===== src/rtl/pong_score_ctrl.sv =====
// Score and match sequencer for pong: per-player BCD score, serve/point/hold flow,
// game-over detection and play gating for the ball/paddle stage.
module pong_score_ctrl #(
  parameter int unsigned SCORE_LIMIT = 9,
  parameter int unsigned HOLD_CLKS   = 25000000
) (
  input  logic       i_Clk,
  input  logic       i_Rst_n,
  input  logic       i_Out_P1,
  input  logic       i_Out_P2,
  input  logic       i_Start,
  input  logic       i_Clear,
  output logic [3:0] o_Score_P1,
  output logic [3:0] o_Score_P2,
  output logic       o_Play_Enable,
  output logic       o_Point,
  output logic       o_Game_Over,
  output logic       o_Winner
);

  localparam int unsigned CNT_W = (HOLD_CLKS > 1) ? $clog2(HOLD_CLKS) : 1;
  localparam logic [CNT_W-1:0] CNT_LAST = CNT_W'(HOLD_CLKS - 1);
  localparam logic [CNT_W-1:0] CNT_ONE  = CNT_W'(1);
  localparam logic [3:0] LIMIT = 4'(SCORE_LIMIT);

  localparam logic [1:0] ST_IDLE  = 2'd0;
  localparam logic [1:0] ST_PLAY  = 2'd1;
  localparam logic [1:0] ST_POINT = 2'd2;
  localparam logic [1:0] ST_OVER  = 2'd3;

  logic [1:0]       state_r, state_s;
  logic [CNT_W-1:0] cnt_r, cnt_s;
  logic [3:0]       score_p1_r, score_p1_s;
  logic [3:0]       score_p2_r, score_p2_s;
  logic             winner_r, winner_s;
  logic             point_r, point_s;
  logic             play_en_r, game_over_r;
  logic             out_p1_d_r, out_p2_d_r, start_d_r;
  logic             rise_p1_s, rise_p2_s, rise_start_s;

  // Saturating increment keeps a digit from ever passing the match limit.
  function automatic logic [3:0] sat_inc(input logic [3:0] v);
    if (v < LIMIT) begin
      return v + 4'd1;
    end else begin
      return v;
    end
  endfunction

  assign rise_p1_s    = i_Out_P1 & ~out_p1_d_r;
  assign rise_p2_s    = i_Out_P2 & ~out_p2_d_r;
  assign rise_start_s = i_Start  & ~start_d_r;

  // Next-state, score and hold-counter logic; clear overrides every other event.
  always_comb begin
    state_s    = state_r;
    cnt_s      = cnt_r;
    score_p1_s = score_p1_r;
    score_p2_s = score_p2_r;
    winner_s   = winner_r;
    point_s    = 1'b0;
    if (i_Clear) begin
      state_s    = ST_IDLE;
      cnt_s      = '0;
      score_p1_s = 4'd0;
      score_p2_s = 4'd0;
      winner_s   = 1'b0;
    end else begin
      case (state_r)
        ST_IDLE: begin
          if (rise_start_s) begin
            state_s = ST_PLAY;
          end else begin
            state_s = ST_IDLE;
          end
        end
        ST_PLAY: begin
          if (rise_p1_s && rise_p2_s) begin
            // Simultaneous outs are treated as a replay: hold without scoring.
            state_s = ST_POINT;
            cnt_s   = '0;
          end else if (rise_p2_s) begin
            score_p1_s = sat_inc(score_p1_r);
            point_s    = 1'b1;
            if (score_p1_s == LIMIT) begin
              state_s  = ST_OVER;
              winner_s = 1'b0;
            end else begin
              state_s = ST_POINT;
              cnt_s   = '0;
            end
          end else if (rise_p1_s) begin
            score_p2_s = sat_inc(score_p2_r);
            point_s    = 1'b1;
            if (score_p2_s == LIMIT) begin
              state_s  = ST_OVER;
              winner_s = 1'b1;
            end else begin
              state_s = ST_POINT;
              cnt_s   = '0;
            end
          end else begin
            state_s = ST_PLAY;
          end
        end
        ST_POINT: begin
          if (cnt_r == CNT_LAST) begin
            state_s = ST_IDLE;
            cnt_s   = '0;
          end else begin
            cnt_s = cnt_r + CNT_ONE;
          end
        end
        ST_OVER: begin
          state_s = ST_OVER;
        end
        default: begin
          state_s = ST_IDLE;
          cnt_s   = '0;
        end
      endcase
    end
  end

  // State, scores and registered outputs.
  always_ff @(posedge i_Clk or negedge i_Rst_n) begin
    if (!i_Rst_n) begin
      state_r     <= ST_IDLE;
      cnt_r       <= '0;
      score_p1_r  <= 4'd0;
      score_p2_r  <= 4'd0;
      winner_r    <= 1'b0;
      point_r     <= 1'b0;
      play_en_r   <= 1'b0;
      game_over_r <= 1'b0;
    end else begin
      state_r     <= state_s;
      cnt_r       <= cnt_s;
      score_p1_r  <= score_p1_s;
      score_p2_r  <= score_p2_s;
      winner_r    <= winner_s;
      point_r     <= point_s;
      play_en_r   <= (state_s == ST_PLAY);
      game_over_r <= (state_s == ST_OVER);
    end
  end

  // Previous-cycle copies of the inputs for rising-edge detection.
  always_ff @(posedge i_Clk or negedge i_Rst_n) begin
    if (!i_Rst_n) begin
      out_p1_d_r <= 1'b0;
      out_p2_d_r <= 1'b0;
      start_d_r  <= 1'b0;
    end else begin
      out_p1_d_r <= i_Out_P1;
      out_p2_d_r <= i_Out_P2;
      start_d_r  <= i_Start;
    end
  end

  assign o_Score_P1    = score_p1_r;
  assign o_Score_P2    = score_p2_r;
  assign o_Play_Enable = play_en_r;
  assign o_Point       = point_r;
  assign o_Game_Over   = game_over_r;
  assign o_Winner      = winner_r;

endmodule


===== config.mk =====
export PLATFORM = sky130hd
export DESIGN_NAME = pong_score_ctrl
export DESIGN_NICKNAME = d
export VERILOG_FILES = /design/src/rtl/pong_score_ctrl.sv
export SDC_FILE = /design/constraint.sdc
export NUM_CORES = 1
export LEC_CHECK = 0
export CAP_MARGIN = 0
export CORE_ASPECT_RATIO = 1.25
export CORE_MARGIN = 2
export CORE_UTILIZATION = 30
export CTS_BUF_LIST = sky130_fd_sc_hd__clkbuf_4 sky130_fd_sc_hd__clkbuf_8
export CTS_CLUSTER_SIZE = 20
export DETAILED_ROUTE_END_ITERATION = 12
export PLACE_DENSITY = 0.48
export REMOVE_ABC_BUFFERS = 1
export SYNTH_ARGS = -nofsm -noshare
export SYNTH_HDL_FRONTEND = slang
export SYNTH_SLANG_ARGS = --single-unit
export TNS_END_PERCENT = 100

===== constraint.sdc =====
create_clock -name i_Clk -period 3.43 [get_ports i_Clk]
set_clock_uncertainty 0.05 [all_clocks]
set_input_delay 0.5145 -clock i_Clk [delete_from_list [all_inputs] [get_ports i_Clk]]
set_output_delay 0.5145 -clock i_Clk [all_outputs]
set_load 0.005 [all_outputs]

# --- Yosys cells after proc, flatten, opt, wreduce, memory -nomap -nowiden ---
# Index checks and enable logic that the tools add are counted.
word_totals:
  latch_bits: 0
  elab_cells: 97
  ff_bits: 42
  ramBits: 0
  memories: 0
  input_bits: 6
  out_inout_bits: 12
  mem_bits_ro: 0
classes:
  add_sub_neg: 3
  bitwise: 6
  n_lt_le_gt_ge: 2
  n_mul: 0
  reduce_logical: 12
  eq_ne: 14
  n_shift: 0
  div_mod_pow: 0
  mux: 49
op_table:
  columns: ["operator", "count"]
  rows:
  - ["2-to-1 mux 25 bit", 7]
  - ["2-to-1 mux 4 bit", 20]
  - ["case mux 25 bit (2 select lines)", 1]
  - ["adder 25 x 1 -> 25 bit (second input constant)", 1]
  - ["equality test 25 bit (second input constant)", 1]
  - ["2-to-1 mux 1 bit", 15]
  - ["inequality test 5 bit (second input constant)", 3]
  - ["2-to-1 mux 2 bit", 5]
  - ["nonzero test 3 bit", 3]
  - ["adder 4 x 1 -> 4 bit (second input constant)", 2]
  - ["equality test 4 bit (second input constant)", 2]
  - ["< comparator 4 bit (second input constant)", 2]
  - ["case mux 2 bit (4 select lines)", 1]
  - ["AND reduction 4 bit", 2]
  - ["equality test 2 bit (second input constant)", 3]
  - ["nonzero test 2 bit", 3]
  - ["AND reduction 5 bit", 1]
  - ["equality test 2 x 1 -> 1 bit (second input constant)", 2]
  - ["inequality test 2 bit (second input constant)", 2]
  - ["AND 1 bit", 3]
  - ["inequality test 3 x 2 -> 1 bit (second input constant)", 1]
  - ["NOT 1 bit", 3]
  - ["AND reduction 3 bit", 1]
  - ["logical NOT 2 bit", 1]
  - ["logical AND 1 bit", 1]

# --- Depth between registers and ports, before layout ---
# Gate-level depths: netlist of the first run.
depth:
  ltp_word: 15
  ltp_mapped: 9

# --- Least setup slack after synthesis of the first run ---
# No wires, ideal clock.
synth_path:
  path_kind: "register to register"
  start: "register score_p2_r[0] (netlist: o_Score_P2[0])"
  end: "register cnt_r[14]"
  setup_time_ns: 0.124
  path_slack_ns: 1.157
  t_arrival_ns: 2.099
  period_less_slack_ns: 2.273
  path_stages_with_launch: 10
  path_buffers: 1
  cell_sequence: "dfrtp_1 > inv_1 > ha_1 > nor2b_1 > nor4_1 > o311ai_1 > nor3_1 > or2_1 > buf_2 > a211o_1"
synth_between:
  elab_chain_cells: 10
  word_cells_on_any_way: 11
  cone_classes: "add/sub: 1; order compare: 1; eq/ne: 2; mux: 6; reduce/logical: 1"
synth_rtl:
  columns: ["item", "line", "rtl"]
  rows:
  - ["from (decl)", "34", "logic [3:0] score_p2_r, score_p2_s;"]
  - ["from (signal assigned)", "140", "score_p2_r <= score_p2_s;"]
  - ["adder 4 x 1 -> 4 bit or < comparator 4 bit (tied branches)", "44, 43", null]
  - ["2-to-1 mux 4 bit *", "43", "if (v < LIMIT) begin"]
  - ["2-to-1 mux 4 bit *", "92", "end else if (rise_p1_s) begin"]
  - ["2-to-1 mux 4 bit *", "82", "end else if (rise_p2_s) begin"]
  - ["2-to-1 mux 4 bit *", "78", "if (rise_p1_s && rise_p2_s) begin"]
  - ["2-to-1 mux 4 bit *", "69", "case (state_r)"]
  - ["2-to-1 mux 4 bit *", "62", "if (i_Clear) begin"]
  - ["equality test 4 bit *", "95", "if (score_p2_s == LIMIT) begin"]
  - ["inequality test 5 bit (no line) *", null, null]
  - ["AND reduction 4 bit (no line) *", null, null]
  - ["to (signal assigned)", "138", "cnt_r <= cnt_s;"]
  - ["to (decl)", "32", "logic [CNT_W-1:0] cnt_r, cnt_s;"]
# Mark *: on every way between the ends. The rest lies on a longest branch, timed or not. The select of a mux whose other input is x is not followed.
# A chain may end at the register's enable or synchronous reset.

# --- Final worst setup path of the first run ---
# Same ends and word-level chain as after synthesis.

==> impl_metrics.xml, run 1 <==
<?xml version="1.0" encoding="UTF-8"?>
<metrics>
  <group name="status">
    <metric name="outcome" unit="">finished clean</metric>
  </group>
  <group name="timing">
    <metric name="max_slew.worst_pin.slew" unit="ns">0.959</metric>
    <metric name="maxClockFrequency" unit="MHz">378</metric>
    <metric name="timing.max_slew.rel_slack" unit="">0.360</metric>
    <metric name="hold-worst-slack" unit="ns">0.304</metric>
    <metric name="count_of_endpoints_failing_hold_in_the_final_timing_report" unit="">0</metric>
    <metric name="finalSetupViolations" unit="">0</metric>
    <metric name="final-max-slew-violation-count" unit="">0</metric>
    <metric name="timing.final.crit_share" unit="">0.771</metric>
    <metric name="grt_setup_unrepaired" unit="">no</metric>
    <metric name="finalWorstPathRequiredPeriod" unit="ns">2.65</metric>
    <metric name="fin_tns_setup" unit="ns">0</metric>
  </group>
  <group name="critical_path">
    <metric name="crit_arrival" unit="ns">2.77</metric>
    <metric name="critical_path.endpoint" unit="">cnt_r[14]</metric>
    <metric name="worst_r2r_startpoint" unit="">o_Score_P2[0]</metric>
    <metric name="r2r_end" unit="">cnt_r[14]</metric>
    <metric name="reg2reg_depth" unit="">9</metric>
    <metric name="worstPathMaxFanout" unit="">22</metric>
    <metric name="regToRegSetupSlack" unit="ns">0.78</metric>
    <metric name="timing.setup.critical_path_class" unit="">flip-flop to flip-flop</metric>
    <metric name="startpoint_kind_of_the_worst_setup_timing_path" unit="">flip-flop</metric>
    <metric name="timing.critical_path.required" unit="ns">3.56</metric>
    <metric name="endpoint_kind" unit="">flip-flop</metric>
    <metric name="startpoint_of_the_most_critical_setup_path" unit="">o_Score_P2[0]</metric>
  </group>
  <group name="floorplanning">
    <metric name="dieHeight" unit="um">105</metric>
    <metric name="design.die.area" unit="sq um">8820</metric>
    <metric name="floorplan.initialDensity" unit="">0.309</metric>
    <metric name="pin_count" unit="">18</metric>
    <metric name="rows" unit="">36</metric>
    <metric name="die_width" unit="um">84.4</metric>
    <metric name="core" unit="sq um">7840</metric>
  </group>
  <group name="synth">
    <metric name="postSynthAreaPerCell" unit="sq um">9.70</metric>
    <metric name="synth_edf_count" unit="">0</metric>
    <metric name="post_synth_inst_count" unit="">250</metric>
    <metric name="synthesis_stage_register_bit_count" unit="">42</metric>
    <metric name="synth-warning-count" unit="">0</metric>
    <metric name="postSynth.asyncResetShare" unit="">1.00</metric>
    <metric name="synth.yosys.seq_area_share" unit="">0.433</metric>
    <metric name="count_of_distinct_cell_types_in_the_synthesized_netlist" unit="">54</metric>
    <metric name="postSynth.topFlopCell" unit="">dfrtp_1</metric>
    <metric name="synth_top_area_share" unit="">0.433</metric>
    <metric name="synthTopCellsByArea" unit="">dfrtp_1 43%, ha_1 3.6%, a22o_2 3.3%</metric>
    <metric name="syn-cell-area" unit="sq um">2420</metric>
    <metric name="synth.largest_area_cell" unit="">dfrtp_1</metric>
  </group>
  <group name="power">
    <metric name="clockPowerShare" unit="">0.414</metric>
    <metric name="worst_ir_drop_vdd" unit="uV">167</metric>
    <metric name="totalPowerFinal" unit="mW">0.975</metric>
    <metric name="part_of_the_total_power_dissipated_in_combinational_logic" unit="">0.067</metric>
    <metric name="internal-power" unit="mW">0.757</metric>
    <metric name="p_seq_frac" unit="">0.519</metric>
    <metric name="p_leak" unit="nW">1.27</metric>
    <metric name="p_per_area" unit="nW/um^2">351</metric>
    <metric name="power.net_switching" unit="mW">0.218</metric>
    <metric name="sw_frac_of_total" unit="">0.223</metric>
  </group>
  <group name="clock_tree">
    <metric name="cts_tree" unit="">yes</metric>
    <metric name="clk_pin_slew" unit="ns">0.09</metric>
    <metric name="clock_latency_on_the_worst_skew_pair" unit="ns">0.30</metric>
    <metric name="clock_buffers_created_by_tritoncts" unit="">5</metric>
    <metric name="cts_buffer_depth" unit="">2</metric>
    <metric name="htree_num_levels" unit="">2</metric>
    <metric name="postCtsResizedCells" unit="">0</metric>
    <metric name="cts.sink_count" unit="">42</metric>
    <metric name="post_cts_hold_buffer_count" unit="">0</metric>
    <metric name="cts_root_buffer" unit="">clkbuf_8</metric>
    <metric name="post_cts.repair.setup_buffers" unit="">0</metric>
  </group>
  <group name="layout">
    <metric name="layout_commonest_cell" unit="">dfrtp_1</metric>
    <metric name="number_of_filler_instances_in_the_final_layout" unit="">843</metric>
    <metric name="flow.area_growth_from_synthesis" unit="%">14.6</metric>
    <metric name="final_net_count" unit="">281</metric>
    <metric name="insertedDiodeCount" unit="">0</metric>
    <metric name="final_layout_size_suffix_gt1_frac" unit="">0.127</metric>
    <metric name="layout.cells.most_common_list" unit="">42 x dfrtp_1, 18 x nor2_1, 16 x clkdlybuf4s50_1</metric>
  </group>
  <group name="detailed_routing">
    <metric name="ant_nets" unit="">0</metric>
    <metric name="initialDrtViolationCount" unit="">140</metric>
    <metric name="detail_route.wl_per_cell" unit="um">15.0</metric>
    <metric name="remaining_drc_errors" unit="">0</metric>
    <metric name="drt_pass1_iterations" unit="">4</metric>
    <metric name="routed_via_density" unit="">5.13</metric>
    <metric name="finalWirelength" unit="um">5430</metric>
    <metric name="vias" unit="">1864</metric>
  </group>
  <group name="place">
    <metric name="numPortBuffers" unit="">17</metric>
    <metric name="place_hpwl" unit="um">3680</metric>
    <metric name="gp_routability_congestion" unit="">0.753</metric>
  </group>
  <group name="global_routing">
    <metric name="grt_util_all_layers" unit="">0.127</metric>
    <metric name="maximum_number_of_pins_on_one_net_before_global_route_repair" unit="">43</metric>
    <metric name="global_route.overflow_total" unit="">0</metric>
    <metric name="antenna_found_initial" unit="">0</metric>
    <metric name="grt_pass1_vias" unit="">1876</metric>
    <metric name="grt_first_pass_wirelength" unit="um">9200</metric>
  </group>
  <group name="job">
    <metric name="max_cap_violations" unit="">0</metric>
  </group>
  <group name="hold_path">
    <metric name="worstHoldPathType" unit="">input port to asynchronous set/reset pin</metric>
  </group>
</metrics>
cells in the mapped netlist (2+ instances only):
| cell type | number |
|---|---|
| a211o_1 | 9 |
| a21o_1 | 5 |
| a21oi_1 | 12 |
| a22o_2 | 8 |
| a41oi_1 | 2 |
| and3_1 | 4 |
| and3_2 | 7 |
| and4_1 | 2 |
| buf_2 | 2 |
| buf_4 | 3 |
| clkbuf_1 | 2 |
| dfrtp_1 | 42 |
| ha_1 | 7 |
| inv_1 | 9 |
| mux2i_1 | 2 |
| nand2_1 | 13 |
| nand2b_1 | 6 |
| nand3_1 | 12 |
| nand4_1 | 7 |
| nor2_1 | 18 |
| nor2b_1 | 4 |
| nor3_1 | 12 |
| nor3b_1 | 2 |
| nor4_1 | 3 |
| o21ai_0 | 9 |
| o31ai_1 | 3 |
| or2_2 | 2 |
| or3_1 | 8 |
| xnor2_1 | 6 |
| xor2_1 | 5 |
state kept, by name, summed over array words and instances, names as in the netlist:
signal,cells
cnt_r,25
o_Score_P1,4
o_Score_P2,4
state_r,2
o_Game_Over,1
o_Play_Enable,1
o_Point,1
o_Winner,1
out_p1_d_r,1
out_p2_d_r,1
start_d_r,1
final cells by class:
| type | instances | area, sq um | area share |
|---|---|---|---|
| inverter | 9 | 33.8 | 0.0122 |
| multi-input combinational | 190 | 1270 | 0.459 |
| tap | 95 | 119 | 0.0428 |
| clock buffer | 6 | 82.6 | 0.0297 |
| timing repair buffer | 20 | 188 | 0.0676 |
| clock inverter | 1 | 30.0 | 0.0108 |
| sequential | 42 | 1050 | 0.378 |
worst min path at each step:
stage,from,cells past startpoint,slack [ns],end
global route,i_Rst_n,1,0.39,cnt_r[12]
finish,i_Rst_n,1,0.30,cnt_r[10]
floorplan,i_Rst_n,0,0.17,cnt_r[0]
detailed placement,cnt_r[24],1,0.48,cnt_r[24]
global placement,cnt_r[24],1,0.48,cnt_r[24]
CTS,i_Rst_n,1,0.35,cnt_r[13]
worst max-delay path, stage by stage, from the launching register on:
cell and delay, ns:
dfrtp_1 0.48, inv_1 0.07, ha_1 0.21, nor2b_1 0.21, nor4_1 0.07, o311ai_1 0.48
nor3_1 0.17, or2_1 0.25, buf_4 0.22, a211o_1 0.31
power groups by stage:
stage / Combinational, mW / Sequential [mW] / Clock (mW)
floorplan: 0.0311 / 0.515 / 0
global placement: 0.0674 / 0.516 / 0
detailed placement: 0.0679 / 0.516 / 0
CTS: 0.0680 / 0.506 / 0.420
global route: 0.0748 / 0.507 / 0.439
finish: 0.0657 / 0.506 / 0.403
metrics by stage:
stage / instance area (sq um) / utilization / setup WS, ns / cells
2_1_floorplan: 2360 / - / 1.03 / 241
3_3_place_gp: 2670 / 0.340 / 0.568 / 356
3_5_place_dp: 2670 / 0.340 / 0.511 / 356
4_1_cts: 2780 / 0.354 / 0.784 / 363
5_1_grt: 2780 / 0.354 / 0.601 / 363
6_report: 2780 / 0.354 / 0.785 / 363
logic make-up (layout without fill, tap and decap cells):
group                    Yosys count  count (layout)  share of synthesized area
AND/OR/NAND/NOR                  111             111                      0.260
buffers and inverters             18              36                     0.0413
XOR/XNOR                          11              11                     0.0397
AO/OA/AOI/OAI                     59              59                      0.181
flip-flops                        42              42                      0.433
multiplexers                       2               2                    0.00826
adder cells (fa/ha/maj)            7               7                     0.0361
per-layer routing:
layer / vias up / track usage / routed length (um)
met5: - / 0 / 0
met4: 0 / 0.0340 / 36
met3: 3 / 0.0246 / 94
met2: 23 / 0.217 / 2670
met1: 886 / 0.164 / 2630
li1: 952 / - / -
Note: power is estimated with default switching activity, not from simulation.
==> run 2, diff against run 1 <==
- clock period: 3.43 -> 2.5 ns (I/O delays scaled with it)
==> run 2 against run 1 <==
Against the previous run:
- count of clock-buffer cells in the layout did not move
- cell count rose by 5.0%
- via count rose by 6.0%
- clock power rose by 67%
- sequential power rose by 37%
- largest power group unchanged
- highest routed layer unchanged
==> impl_metrics.xml, run 2 (same netlist as run 1, synthesis figures left out) <==
<?xml version="1.0" encoding="UTF-8"?>
<metrics>
  <group name="critical_path">
    <metric name="timing.setup.critical_path_class" unit="">flip-flop to flip-flop</metric>
    <metric name="reg2reg_depth" unit="">9</metric>
    <metric name="startpoint_kind_of_the_worst_setup_timing_path" unit="">flip-flop</metric>
    <metric name="startpoint_of_the_most_critical_setup_path" unit="">o_Score_P2[0]</metric>
    <metric name="endpoint_kind" unit="">flip-flop</metric>
    <metric name="crit_arrival" unit="ns">2.45</metric>
    <metric name="timing.critical_path.required" unit="ns">2.63</metric>
    <metric name="worstPathMaxFanout" unit="">22</metric>
    <metric name="worst_r2r_startpoint" unit="">o_Score_P2[0]</metric>
  </group>
  <group name="timing">
    <metric name="max_slew.worst_pin.slew" unit="ns">0.391</metric>
    <metric name="post-route-worst-setup-slack" unit="ns">0.187</metric>
    <metric name="timing.final.crit_share" unit="">0.925</metric>
    <metric name="fin_tns_setup" unit="ns">0</metric>
    <metric name="count_of_endpoints_failing_hold_in_the_final_timing_report" unit="">0</metric>
    <metric name="final-max-slew-violation-count" unit="">0</metric>
    <metric name="finalSetupViolations" unit="">0</metric>
    <metric name="hold-worst-slack" unit="ns">0.402</metric>
    <metric name="finalWorstPathRequiredPeriod" unit="ns">2.31</metric>
    <metric name="maxClockFrequency" unit="MHz">432</metric>
    <metric name="timing.max_slew.rel_slack" unit="">0.735</metric>
    <metric name="grt_setup_unrepaired" unit="">no</metric>
  </group>
  <group name="global_routing">
    <metric name="grt_first_pass_wirelength" unit="um">9470</metric>
    <metric name="antenna_found_initial" unit="">0</metric>
    <metric name="maximum_number_of_pins_on_one_net_before_global_route_repair" unit="">23</metric>
    <metric name="grt_pass1_vias" unit="">1989</metric>
    <metric name="grt_util_all_layers" unit="">0.132</metric>
    <metric name="global_route.overflow_total" unit="">0</metric>
  </group>
  <group name="place">
    <metric name="gp_routability_congestion" unit="">0.766</metric>
    <metric name="preCtsSetupSlack" unit="ns">-0.0210</metric>
    <metric name="placed_cell_area" unit="sq um">2800</metric>
    <metric name="place_hpwl" unit="um">3980</metric>
    <metric name="numPortBuffers" unit="">17</metric>
  </group>
  <group name="layout">
    <metric name="finish.instance_area" unit="sq um">2950</metric>
    <metric name="final_net_count" unit="">298</metric>
    <metric name="largest_register_ffs" unit="">25</metric>
    <metric name="multiInputGateArea" unit="sq um">1270</metric>
    <metric name="finish.utilization" unit="">0.376</metric>
    <metric name="final_layout_size_suffix_gt1_frac" unit="">0.178</metric>
    <metric name="max_flop_register" unit="">cnt_r</metric>
    <metric name="layout_commonest_cell" unit="">dfrtp_1</metric>
    <metric name="number_of_filler_instances_in_the_final_layout" unit="">830</metric>
    <metric name="layout.cells.most_common_list" unit="">42 x dfrtp_1, 18 x nor2_1, 18 x buf_4</metric>
    <metric name="seqCellArea" unit="sq um">1050</metric>
    <metric name="flow.area_growth_from_synthesis" unit="%">21.7</metric>
    <metric name="insertedDiodeCount" unit="">0</metric>
  </group>
  <group name="detailed_routing">
    <metric name="vias" unit="">1976</metric>
    <metric name="finalWirelength" unit="um">5510</metric>
    <metric name="remaining_drc_errors" unit="">0</metric>
    <metric name="detail_route.wl_per_cell" unit="um">14.5</metric>
    <metric name="drt_pass1_iterations" unit="">6</metric>
    <metric name="ant_nets" unit="">0</metric>
    <metric name="initialDrtViolationCount" unit="">56</metric>
    <metric name="routed_via_density" unit="">5.19</metric>
  </group>
  <group name="floorplanning">
    <metric name="core" unit="sq um">7840</metric>
    <metric name="pin_count" unit="">18</metric>
    <metric name="rows" unit="">36</metric>
    <metric name="dieHeight" unit="um">105</metric>
    <metric name="die_width" unit="um">84.4</metric>
    <metric name="design.die.area" unit="sq um">8820</metric>
    <metric name="floorplan.initialDensity" unit="">0.309</metric>
  </group>
  <group name="clock_tree">
    <metric name="clk_pin_slew" unit="ns">0.09</metric>
    <metric name="cts.sink_count" unit="">42</metric>
    <metric name="postCtsResizedCells" unit="">0</metric>
    <metric name="cts_tree" unit="">yes</metric>
    <metric name="post_cts.repair.setup_buffers" unit="">0</metric>
    <metric name="post_cts_hold_buffer_count" unit="">1</metric>
    <metric name="cts_buffer_depth" unit="">2</metric>
    <metric name="cts_root_buffer" unit="">clkbuf_8</metric>
    <metric name="clock_latency_on_the_worst_skew_pair" unit="ns">0.30</metric>
    <metric name="clock_buffers_created_by_tritoncts" unit="">5</metric>
    <metric name="htree_num_levels" unit="">2</metric>
  </group>
  <group name="job">
    <metric name="max_cap_violations" unit="">0</metric>
  </group>
  <group name="status">
    <metric name="outcome" unit="">finished clean</metric>
  </group>
  <group name="power">
    <metric name="p_per_area" unit="nW/um^2">500</metric>
    <metric name="worst_ir_drop_vdd" unit="uV">320</metric>
    <metric name="p_leak" unit="nW">1.37</metric>
  </group>
  <group name="hold_path">
    <metric name="worstHoldPathType" unit="">input port to asynchronous set/reset pin</metric>
  </group>
</metrics>
-- run 2: cell count changes in the layout (fill, tap and decap cells not counted) --
cell,delta
bufinv_16,+1
buf_12,+1
dlygate4sd3_1,+1
buf_4,+15
-- run 2: through the flow --
step / cells / power (mW)
after floorplan: 241 / 0.749
after global placement: 372 / 0.819
after CTS: 381 / 1.50
after global routing: 381 / 1.54
final: 381 / 1.48
after detailed placement: 372 / 0.819
-- run 2: path summary, 6_finish.rpt --
check | to | slack, ns
setup / recovery | cnt_r[23] | 0.19
hold / removal | cnt_r[13] | 0.40
setup reg to reg | cnt_r[23] | 0.19
hold reg to reg | cnt_r[24] | 0.48
max in group asynchronous | start_d_r | 1.48
min in group i_Clk | cnt_r[24] | 0.48
-- run 2: worst max-delay path: stages (launching register included) --
cell	delay, ns
dfrtp_1	0.38
inv_1	0.05
ha_1	0.21
nor2b_1	0.18
nor4_1	0.07
o311ai_1	0.41
nor3_1	0.12
or2_1	0.28
buf_12	0.17
a211o_1	0.29
-- run 2: area by class of cell --
cell class | count | share of cell area
multi-input cells | 190 | 0.432
flip-flops and latches | 42 | 0.356
repair buffers | 37 | 0.112
clock inverters | 2 | 0.0204
well taps | 95 | 0.0403
inverters | 9 | 0.0115
clock buffers | 6 | 0.0280
-- run 2: report_power, final --
group / internal [mW] / switching (mW)
Sequential: 0.687 / 0.00645
Clock: 0.426 / 0.247
Combinational: 0.0474 / 0.0619
Total: 1.16 / 0.316
-- run 2: per-layer routing --
| metal | global-route usage | part of all wire | routed length [um] |
|---|---|---|---|
| met1 | 0.158 | 0.45 | 2480 |
| met2 | 0.237 | 0.52 | 2860 |
| met3 | 0.0286 | 0.028 | 152 |
| met4 | 0.0329 | 0.0033 | 18 |
| met5 | 0 | 0 | 0 |
==> run 3, diff against run 2 <==
- SETUP_SLACK_MARGIN: not set -> 0.3
- SLEW_MARGIN: not set -> 20
==> run 3 against run 2 <==
Against the previous run:
- count of clock-buffer cells in the layout unchanged
- worst setup slack improved by 0.15 ns
- die area unchanged
- global-route usage increased by 0.84 points
- power increased by 4.7%
- cell count increased by 7.1%
- hold slack got worse by 0.12 ns
- clock power increased by 1%
- maximum frequency increased by 6.7%
- critical path depth decreased by 1
- sequential share of layout area decreased by 4.4 points
- register-to-register slack improved by 0.15 ns
- largest power group unchanged
==> impl_metrics.xml, run 3 (same netlist as run 1, synthesis figures left out) <==
<?xml version="1.0" encoding="UTF-8"?>
<metrics>
  <group name="floorplanning">
    <metric name="core" unit="sq um">7840</metric>
    <metric name="pin_count" unit="">18</metric>
    <metric name="die_width" unit="um">84.4</metric>
    <metric name="rows" unit="">36</metric>
    <metric name="design.die.area" unit="sq um">8820</metric>
    <metric name="dieHeight" unit="um">105</metric>
    <metric name="floorplan.initialDensity" unit="">0.309</metric>
  </group>
  <group name="critical_path">
    <metric name="worstPathMaxFanout" unit="">6</metric>
    <metric name="crit_arrival" unit="ns">2.31</metric>
    <metric name="timing.setup.critical_path_class" unit="">flip-flop to flip-flop</metric>
    <metric name="timing.critical_path.required" unit="ns">2.64</metric>
    <metric name="startpoint_kind_of_the_worst_setup_timing_path" unit="">flip-flop</metric>
    <metric name="endpoint_kind" unit="">flip-flop</metric>
  </group>
  <group name="layout">
    <metric name="layout_commonest_cell" unit="">dfrtp_1</metric>
    <metric name="layout.cells.most_common_list" unit="">40 x dfrtp_1, 39 x buf_4, 17 x nor2_1</metric>
    <metric name="final_net_count" unit="">325</metric>
    <metric name="flow.area_growth_from_synthesis" unit="%">39.1</metric>
    <metric name="largest_register_ffs" unit="">25</metric>
    <metric name="max_flop_register" unit="">cnt_r</metric>
    <metric name="insertedDiodeCount" unit="">0</metric>
    <metric name="final_layout_size_suffix_gt1_frac" unit="">0.326</metric>
  </group>
  <group name="place">
    <metric name="gp_routability_congestion" unit="">0.766</metric>
    <metric name="numPortBuffers" unit="">17</metric>
    <metric name="place_hpwl" unit="um">3980</metric>
    <metric name="preCtsSetupSlack" unit="ns">-0.0210</metric>
  </group>
  <group name="detailed_routing">
    <metric name="detail_route.wl_per_cell" unit="um">15.5</metric>
    <metric name="remaining_drc_errors" unit="">0</metric>
    <metric name="ant_nets" unit="">0</metric>
    <metric name="drt_pass1_iterations" unit="">6</metric>
    <metric name="vias" unit="">2146</metric>
    <metric name="finalWirelength" unit="um">6310</metric>
    <metric name="routed_via_density" unit="">5.26</metric>
    <metric name="initialDrtViolationCount" unit="">80</metric>
  </group>
  <group name="timing">
    <metric name="grt_setup_unrepaired" unit="">yes</metric>
    <metric name="timing.final.crit_share" unit="">0.867</metric>
    <metric name="count_of_endpoints_failing_hold_in_the_final_timing_report" unit="">0</metric>
    <metric name="timing.max_slew.rel_slack" unit="">0.774</metric>
    <metric name="final-max-slew-violation-count" unit="">0</metric>
    <metric name="max_slew.worst_pin.slew" unit="ns">0.337</metric>
    <metric name="post-route-worst-setup-slack" unit="ns">0.332</metric>
    <metric name="finalWorstPathRequiredPeriod" unit="ns">2.17</metric>
    <metric name="maxClockFrequency" unit="MHz">461</metric>
    <metric name="finalSetupViolations" unit="">0</metric>
  </group>
  <group name="global_routing">
    <metric name="grt_pass1_vias" unit="">2080</metric>
    <metric name="global_route.overflow_total" unit="">0</metric>
    <metric name="antenna_found_initial" unit="">0</metric>
    <metric name="grt_util_all_layers" unit="">0.140</metric>
    <metric name="maximum_number_of_pins_on_one_net_before_global_route_repair" unit="">20</metric>
    <metric name="grt_first_pass_wirelength" unit="um">10000</metric>
  </group>
  <group name="clock_tree">
    <metric name="htree_num_levels" unit="">2</metric>
    <metric name="cts_root_buffer" unit="">clkbuf_8</metric>
    <metric name="cts.sink_count" unit="">42</metric>
    <metric name="cts_tree" unit="">yes</metric>
    <metric name="clock_buffers_created_by_tritoncts" unit="">5</metric>
    <metric name="cts_buffer_depth" unit="">2</metric>
    <metric name="clock_latency_on_the_worst_skew_pair" unit="ns">0.30</metric>
    <metric name="clk_pin_slew" unit="ns">0.09</metric>
  </group>
  <group name="power">
    <metric name="p_per_area" unit="nW/um^2">458</metric>
    <metric name="worst_ir_drop_vdd" unit="uV">328</metric>
    <metric name="p_leak" unit="nW">1.56</metric>
    <metric name="totalPowerFinal" unit="mW">1.55</metric>
  </group>
  <group name="hold_path">
    <metric name="worstHoldPathType" unit="">input port to flip-flop</metric>
  </group>
  <group name="status">
    <metric name="outcome" unit="">finished clean</metric>
  </group>
  <group name="job">
    <metric name="max_cap_violations" unit="">0</metric>
  </group>
</metrics>
run 3: changes by cell type in the layout (fill, tap and decap cells not counted), moves of 3 or more:
cell and delta:
buf_4 +21, ha_1 -5, buf_16 +3, ha_2 +3
run 3: worst paths after layout:
path	slack, ns	to	startpoint	depth (start not counted)
max	0.33	cnt_r[17]	o_Score_P2[1]	8
min	0.28	out_p1_d_r	i_Out_P1	1
max reg2reg	0.33	cnt_r[17]	o_Score_P2[1]	8
min reg2reg	0.48	cnt_r[24]	cnt_r[24]	1
max in group asynchronous	1.48	start_d_r	i_Rst_n	3
min in group asynchronous	0.40	cnt_r[13]	i_Rst_n	2
run 3: repair_timing:
action                                  in CTS  in global routing
endpoints found under the setup margin      16                 28
pin swaps                                   11                 11
resized for setup                           17                 22
setup buffers                               14                  9
hold buffers                                 1                  0
hold endpoints to repair                     7                  0
gates cloned                                 3                  1
run 3: critical path: stages, from the launching register on:
cell	delay (ns)
dfrtp_1	0.41
buf_4	0.15
ha_4	0.16
nor4bb_4	0.15
o311ai_2	0.28
nor3_2	0.07
or2_4	0.33
buf_16	0.16
a211o_1	0.29
run 3: per-layer routing:
metal,track usage,vias up,routed length [um]
met5,0,-,0
met4,0.0329,0,74
met3,0.0286,8,166
met2,0.251,27,3260
met1,0.172,1064,2810
li1,-,1047,-
run 3: final cells by class:
| cell class | instances | area (sq um) |
|---|---|---|
| fill | 806 | 4460 |
| inverter | 9 | 33.8 |
| sequential | 42 | 1050 |
| timing repair buffer | 63 | 599 |
| clock buffer | 6 | 82.6 |
| clock inverter | 2 | 60.1 |
| tap | 95 | 119 |
| multi-input combinational | 191 | 1430 |
run 3: metrics by stage:
step	setup TNS, ns	hold slack [ns]	area, sq um	cells	utilization
6_report	0	0.277	3370	408	0.430
3_5_place_dp	-0.135	0.201	2800	372	0.357
4_1_cts	0	0.271	3190	398	0.407
5_1_grt	0	0.274	3370	408	0.430
3_3_place_gp	-0.111	0.194	2800	372	0.357
2_1_floorplan	0	0.0294	2360	241	-
run 3: where the power goes:
part	leakage (nW)	internal, mW	total [mW]	switching (mW)
clock network	0.0714	0.426	0.680	0.254
logic	0.912	0.0915	0.173	0.0814
registers	0.575	0.687	0.693	0.00625
total	1.56	1.20	1.55	0.341
